$ cat src/rtl/itag_array_assoc.sv
// N-way set-associative instruction-cache tag/valid array with registered lookup,
// fill victim selection (match, then first invalid, then round-robin) and a set-walking flush.
module itag_array_assoc #(
  parameter int WAYS  = 2,
  parameter int WAY_W = 1,
  parameter int SETS  = 32,
  parameter int IDX_W = 5,
  parameter int TAG_W = 23
) (
  input  logic             clk,
  input  logic             reset,
  input  logic             lookup_en,
  input  logic [IDX_W-1:0] lookup_index,
  input  logic [TAG_W-1:0] lookup_tag,
  output logic             ready,
  output logic             resp_valid,
  output logic             hit,
  output logic [WAY_W-1:0] hit_way,
  input  logic             fill_en,
  input  logic [IDX_W-1:0] fill_index,
  input  logic [TAG_W-1:0] fill_tag,
  output logic [WAY_W-1:0] fill_way,
  input  logic             flush,
  output logic             flush_done
);

  typedef enum logic [1:0] {
    ST_IDLE  = 2'd0,
    ST_FLUSH = 2'd1,
    ST_DONE  = 2'd2
  } state_t;

  localparam logic [IDX_W:0]   CNT_LAST = (IDX_W+1)'(SETS-1);
  localparam logic [IDX_W:0]   CNT_ONE  = (IDX_W+1)'(1'b1);
  localparam logic [WAY_W-1:0] PTR_ONE  = WAY_W'(1'b1);

  state_t           state_r, state_nxt_s;
  logic [IDX_W:0]   cnt_r, cnt_nxt_s;
  logic [WAYS-1:0]  valid_r [SETS];
  logic [TAG_W-1:0] tag_r   [SETS][WAYS];
  logic [WAY_W-1:0] ptr_r   [SETS];

  logic             resp_valid_r, hit_r;
  logic [WAY_W-1:0] hit_way_r;

  logic             ready_s, lookup_fire_s, fill_fire_s;
  logic             look_hit_s;
  logic [WAY_W-1:0] look_way_s;
  logic             match_found_s, inv_found_s, victim_s;
  logic [WAY_W-1:0] match_way_s, inv_way_s, fill_way_s, ptr_adv_s;
  logic [IDX_W-1:0] clr_idx_s;

  assign ready_s       = (state_r == ST_IDLE);
  assign lookup_fire_s = lookup_en && ready_s;
  assign fill_fire_s   = fill_en && ready_s;
  assign clr_idx_s     = cnt_r[IDX_W-1:0];

  // Lookup compare; descending scan so the lowest matching way wins.
  always_comb begin
    look_hit_s = 1'b0;
    look_way_s = {WAY_W{1'b0}};
    for (int w = WAYS - 1; w >= 0; w--) begin
      if (valid_r[lookup_index][w] && (tag_r[lookup_index][w] == lookup_tag)) begin
        look_hit_s = 1'b1;
        look_way_s = WAY_W'(w);
      end else begin
        look_hit_s = look_hit_s;
        look_way_s = look_way_s;
      end
    end
  end

  // Fill way selection: existing copy, else lowest invalid way, else round-robin victim.
  always_comb begin
    match_found_s = 1'b0;
    match_way_s   = {WAY_W{1'b0}};
    inv_found_s   = 1'b0;
    inv_way_s     = {WAY_W{1'b0}};
    for (int w = WAYS - 1; w >= 0; w--) begin
      if (valid_r[fill_index][w] && (tag_r[fill_index][w] == fill_tag)) begin
        match_found_s = 1'b1;
        match_way_s   = WAY_W'(w);
      end else if (!valid_r[fill_index][w]) begin
        inv_found_s = 1'b1;
        inv_way_s   = WAY_W'(w);
      end else begin
        match_found_s = match_found_s;
        inv_found_s   = inv_found_s;
      end
    end
    victim_s = !match_found_s && !inv_found_s;
    if (match_found_s) begin
      fill_way_s = match_way_s;
    end else if (inv_found_s) begin
      fill_way_s = inv_way_s;
    end else begin
      fill_way_s = ptr_r[fill_index];
    end
    if (WAYS == 1) begin
      ptr_adv_s = {WAY_W{1'b0}};
    end else begin
      ptr_adv_s = ptr_r[fill_index] + PTR_ONE;
    end
  end

  // Flush sequencer next-state.
  always_comb begin
    state_nxt_s = state_r;
    cnt_nxt_s   = cnt_r;
    case (state_r)
      ST_IDLE: begin
        if (flush) begin
          state_nxt_s = ST_FLUSH;
          cnt_nxt_s   = {(IDX_W+1){1'b0}};
        end else begin
          state_nxt_s = ST_IDLE;
        end
      end
      ST_FLUSH: begin
        if (cnt_r == CNT_LAST) begin
          state_nxt_s = ST_DONE;
        end else begin
          cnt_nxt_s = cnt_r + CNT_ONE;
        end
      end
      ST_DONE:  state_nxt_s = ST_IDLE;
      default:  state_nxt_s = ST_IDLE;
    endcase
  end

  // Flush sequencer state register.
  always_ff @(posedge clk or negedge reset) begin
    if (!reset) begin
      state_r <= ST_IDLE;
      cnt_r   <= {(IDX_W+1){1'b0}};
    end else begin
      state_r <= state_nxt_s;
      cnt_r   <= cnt_nxt_s;
    end
  end

  // Valid bits and replacement pointers: fills while idle, one set cleared per flush cycle.
  always_ff @(posedge clk or negedge reset) begin
    if (!reset) begin
      for (int s = 0; s < SETS; s++) begin
        valid_r[s] <= {WAYS{1'b0}};
        ptr_r[s]   <= {WAY_W{1'b0}};
      end
    end else if (fill_fire_s) begin
      valid_r[fill_index][fill_way_s] <= 1'b1;
      if (victim_s) begin
        ptr_r[fill_index] <= ptr_adv_s;
      end
    end else if (state_r == ST_FLUSH) begin
      valid_r[clr_idx_s] <= {WAYS{1'b0}};
      ptr_r[clr_idx_s]   <= {WAY_W{1'b0}};
    end
  end

  // Tag storage carries no reset; valid bits qualify it.
  always_ff @(posedge clk) begin
    if (reset && fill_fire_s) begin
      tag_r[fill_index][fill_way_s] <= fill_tag;
    end
  end

  // Lookup response register; hit fields are zero whenever no response is presented.
  always_ff @(posedge clk or negedge reset) begin
    if (!reset) begin
      resp_valid_r <= 1'b0;
      hit_r        <= 1'b0;
      hit_way_r    <= {WAY_W{1'b0}};
    end else if (lookup_fire_s) begin
      resp_valid_r <= 1'b1;
      hit_r        <= look_hit_s;
      hit_way_r    <= look_way_s;
    end else begin
      resp_valid_r <= 1'b0;
      hit_r        <= 1'b0;
      hit_way_r    <= {WAY_W{1'b0}};
    end
  end

  assign ready      = ready_s;
  assign resp_valid = resp_valid_r;
  assign hit        = hit_r;
  assign hit_way    = hit_way_r;
  assign fill_way   = fill_way_s;
  assign flush_done = (state_r == ST_DONE);

endmodule

$ cat config.mk
export PLATFORM = sky130hd
export DESIGN_NAME = itag_array_assoc
export DESIGN_NICKNAME = d
export VERILOG_FILES = /design/src/rtl/itag_array_assoc.sv
export SDC_FILE = /design/constraint.sdc
export NUM_CORES = 2
export LEC_CHECK = 0
export CAP_MARGIN = 20
export CELL_PAD_IN_SITES_DETAIL_PLACEMENT = 1
export CELL_PAD_IN_SITES_GLOBAL_PLACEMENT = 2
export CORE_ASPECT_RATIO = 1.4
export CORE_MARGIN = 2
export CORE_UTILIZATION = 49
export DETAILED_ROUTE_END_ITERATION = 10
export PLACE_DENSITY_LB_ADDON = 0.1
export SETUP_SLACK_MARGIN = 0.1
export SLEW_MARGIN = 15
export SYNTH_ARGS = -nofsm -noshare
export SYNTH_HDL_FRONTEND = slang
export SYNTH_SLANG_ARGS = --single-unit
$ cat constraint.sdc
create_clock -name clk -period 8.82 [get_ports clk]
set_clock_uncertainty 0.1 [all_clocks]
set_input_delay 2.646 -clock clk [delete_from_list [all_inputs] [get_ports clk]]
set_output_delay 2.646 -clock clk [all_outputs]
set_load 0.01 [all_outputs]
### Word level (Yosys, flattened, before mapping)

Memory sizes are Yosys's and may differ from the RTL's.
Cells that the tools add are included.

* input port bits: 61
* memories: 1
* flip-flop bits (word level): 107
* output and inout port bits: 6
* memory bits (writable): 1472

* bitwise gates (word level): 9
* add/sub/neg operators: 2
* multiplexer cells: 52
* reduce and logical (&&, ||, !) cells: 19
* magnitude comparators: 9
* equality and inequality tests: 11

Memory list
* tag_r: depth 32, bits a word 46, read ports 2, clocked after Yosys merged registers in 0, wr ports 1, RTL line 40 `logic [TAG_W-1:0] tag_r [SETS][WAYS];`

Operators with widths (count)
* $mux W64: 2
* $mux W32: 3
* $eq A23 B23 Y1: 4
* $and A64 B64 Y64: 1
* $not A64 Y64: 1
* $or A64 B64 Y64: 1
* $mux W46: 1
* $and A32 B32 Y32: 1
* $bwmux W32: 1
* $not A32 Y32: 1
* $mux W1: 24
* $demux W23 S1: 1
* $mux W23: 1
* $bmux W2 S5: 2
* $demux W2 S5: 2
* $ge A6 B6 Y1 const B: 3
* $not A5 Y6: 3
* $mux W2: 7
* $logic_and A1 B1 Y1: 12
* $lt A6 B1 Y1 const B: 2
* $mux W6: 2
* $pmux W6 S2: 1
* $demux W1 S5: 2
* $add A6 B1 Y6 const B: 1
* 19 further kinds: 23

### Depth between registers and ports, before layout

* depth in word-level cells: 18
* mapped depth: 16

### Worst setup path after synthesis

No wires, ideal clock.

* path kind: input-to-output
* start point: in fill_index[1]
* end point: out fill_way
* path slack: 0.814 ns
* buffers on the path: 6
* data arrival time: 5.260 ns
* stages: 14
* cell sequence: buf_2 -> buf_2 -> buf_2 -> buf_2 -> mux2i_1 -> o22ai_1 -> nor4_1 -> nand2_1 -> xor2_1 -> nor4_1 -> nand4_1 -> a22oi_2 -> buf_6 -> buf_4

* longest elaborated chain between the ends: 10

Ends and longest elaborated chain
* from (decl): RTL line 20 `input logic [IDX_W-1:0] fill_index,`
* parallel branches: the longest is 9 deep, another holds $mem_v2 Z32 W46
* $mux W1 (*): RTL line 92 `if (match_found_s) begin`
* to (decl): RTL line 22 `output logic [WAY_W-1:0] fill_way,`

Mark *: on every way between the ends. The select of a mux whose other input is x is not followed.

### Worst setup path after layout

Same ends and word-level chain as after synthesis.

==> impl_metrics.toml <==
[floorplanning]
die-area_um2 = 157000
die_h_um = 468
die_w_um = 335
io_pins = 67
core_um2 = 153000
fp-row-count = 170
initial_core_util_pct = 49.2

[placed_design]
io_buffers = 66
gp_congestion = 0.919
dp_cells = 6700
dp_hpwl_mm = 189

[global_route]
use_met1_pct = 47.1
grt_pass1_wl_mm = 403
grt_overflow_total = 0
use_met2_pct = 60.6
first_global_vias = 51400
antenna_found_initial = 2
grt_use_total_pct = 37.3
grt_max_degree = 65
busiest_layer = "met2"
grt.met3_usage_pct = 6.83

[synth]
synth_top_area_share_pct = 58.7
synth_area_leader_cell = "edfxtp_1"
synth_common_cells = "edfxtp_1 (1472), mux2i_1 (704), mux4_2 (544)"
netlist_instances = 4368
synth_nets = 4433
synthTopCellsByArea = "edfxtp_1 (59%), mux4_2 (16%), mux2i_1 (9.4%)"
avgSynthCellArea_um2 = 17.2
yosysMostFrequentCell = "edfxtp_1"
synthArstFlopShare_pct = 6.78
ys_warn_count = 0
syn_area_um2 = 75300
synth_seq_area_share_pct = 62.3
synth_cell_type_count = 62
synth_edf_count = 1472
synthFlopType = "edfxtp_1"
ys_ff_latch = 1579

[cts]
cts_tree = "done"
numCtsBuffers = 156
cts-root-buf = "clkbuf_16"
clk_path_buf_depth = 3
insertion_delay_ns = 0.84
clk_pin_slew_ns = 0.06
hold_buffers = 0
htree_levels = 4
cts_num_sinks = 1579

[critical_path]
reg2reg_depth = 18
critical_path_class = "primary input to primary output"
path_max_fanout = 37
cp-endpoint = "fill_way"
critPathCaptureType = "primary output"
critPathArrivalTime_ns = 5.95
cp-start-kind = "primary input"
r2r_start = "tag_r[17][9]$_DFFE_PP_"
cp.required_ns = 6.07
critical_path.startpoint = "fill_index[1]"
r2r_slack_ns = 2.93
r2r_end = "tag_r[15][12]$_DFFE_PP_"

[sta]
max-slew-margin-rel_pct = 19.7
worst_pin_slew_ns = 1.20
whs_ns = 0.405
fmax_mhz = 115
hold_violations = 0
slew_viol_final = 0
fin_setup_tns_ns = 0
timing.final.crit_share_pct = 98.6
rsz0062_at_grt = "no"
setup_viol = 0
period_needed_ns = 8.70

[job]
max-cap-violations = 0

[routing]
routed_wl_mm = 292
avgViaCountPerCell = 7.08
ant_nets = 0
drcViolationCount = 0
num_vias = 49800
drt-pass1-iter-count = 5
drt_iter0_drc = 6094
wl_per_cell_um = 41.5

[pwr]
irDropWorstVdd_v = 0.000194
leakage_nw = 31.1
p_int_mw = 13.0
combPwrFrac_pct = 12.8
pwr-share-seq_pct = 48.5
p_switching_mw = 4.39
power.density_nw_per_um2 = 194
power.share.clock_pct = 38.6
swShare_pct = 25.3

[finish]
final_core_util_pct = 58.6
drive_gt1_share_pct = 32.5
fill_cells = 13500
finalNetCount = 4989
area_growth_pct = 19.1
finalNonFillerCells = 7028

[worst_hold_path]
hp-class = "register to register"
hold_depth = 2

[run_status]
outcome = "finished, final reports clean"
## power by group through the flow
stage | sequential, mW | combinational (mW) | clock [mW]
finish | 8.42 | 2.23 | 6.70
global route | 8.43 | 2.33 | 7.00
CTS | 8.42 | 2.20 | 6.76
detailed placement | 8.58 | 2.16 | 0
global placement | 8.57 | 2.13 | 0
floorplan | 8.53 | 1.24 | 0
## registers in the layout, indices dropped and copies added, names as in the netlist
register / cells
tag_r: 1472
valid_r: 64
ptr_r: 32
cnt_r: 6
state_r: 2
hit: 1
hit_way: 1
resp_valid: 1
## critical path, stage by stage
cell and delay (ns):
buf_16 0.22, buf_12 0.16, buf_16 0.26, mux2i_4 0.32, o22ai_1 0.13, nor4_2 0.34
and4_1 0.30, o211ai_1 0.17, nor4_2 0.30, buf_4 0.18, nand4_1 0.16, buf_6 0.19
a22oi_2 0.24, buf_6 0.15, buf_4 0.11
## cells in the final DEF (no fill, tap or decap), types with 61 or more instances in the layout
master,Yosys,routed
dfrtp_1,107,107
clkbuf_16,0,166
buf_4,36,524
nand2_1,179,177
nor4_1,94,75
mux4_2,544,544
edfxtp_1,1472,1472
mux2i_1,704,694
o22ai_1,331,322
nor2_1,134,72
nor2_4,0,61
buf_12,0,146
## final cells by class
class                   count  area, um^2  share of cell area, %
multi-input cells        2428       27500                   30.7
diodes                      2        5.00                0.00558
repair buffers            752        7740                   8.63
inverters                   7        26.3                 0.0293
well taps                1978        2470                   2.76
flip-flops and latches   1579       46900                   52.3
clock inverters            79         701                  0.782
clock buffers             203        4300                   4.80
## worst min-delay path by stage
stage | start | slack, ns | endpoint
after CTS | valid_r[48]$_DFFE_PN0P_ | 0.41 | valid_r[48]$_DFFE_PN0P_
after detailed placement | valid_r[48]$_DFFE_PN0P_ | 0.40 | valid_r[48]$_DFFE_PN0P_
after global routing | valid_r[48]$_DFFE_PN0P_ | 0.42 | valid_r[48]$_DFFE_PN0P_
final | valid_r[48]$_DFFE_PN0P_ | 0.40 | valid_r[48]$_DFFE_PN0P_
after global placement | valid_r[42]$_DFFE_PN0P_ | 0.38 | valid_r[42]$_DFFE_PN0P_
after floorplan | cnt_r[5]$_DFFE_PN0P_ | 0.36 | state_r[1]$_DFFE_PN0P_
## metal layers
| metal | part of all wire [%] | vias to the layer above |
|---|---|---|
| met3 | 8.7 | 837 |
| met5 | 0.0038 | - |
| li1 | - | 19400 |
| met2 | 48 | 2935 |
| met4 | 7.1 | 2 |
| met1 | 36 | 26600 |
## metrics by stage
stage	setup slack [ns]	instance area [um^2]	power (mW)
6_report	0.120	89600	17.4
5_1_grt	0.0560	89600	17.8
4_1_cts	0.103	89500	17.4
2_1_floorplan	0.814	75300	9.77
3_3_place_gp	-0.900	83700	10.7
3_5_place_dp	-0.843	83700	10.7
## cells by family after synthesis
family / count (synthesis) / share of synthesized area, %
buf+inv: 361 / 2.38
flops: 1579 / 62.3
compound gates: 551 / 5.04
mux: 1249 / 25.7
xor+xnor: 81 / 0.942
fa+ha+maj: 4 / 0.0665
simple gates: 543 / 3.64
## repair_timing
item,4_1_cts,5_1_grt
gates cloned,4,0
resized for setup,76,17
setup endpoints to repair,1,1
pin swaps,20,12
buffers inserted,33,6
(Power assumes the default switching activity.)
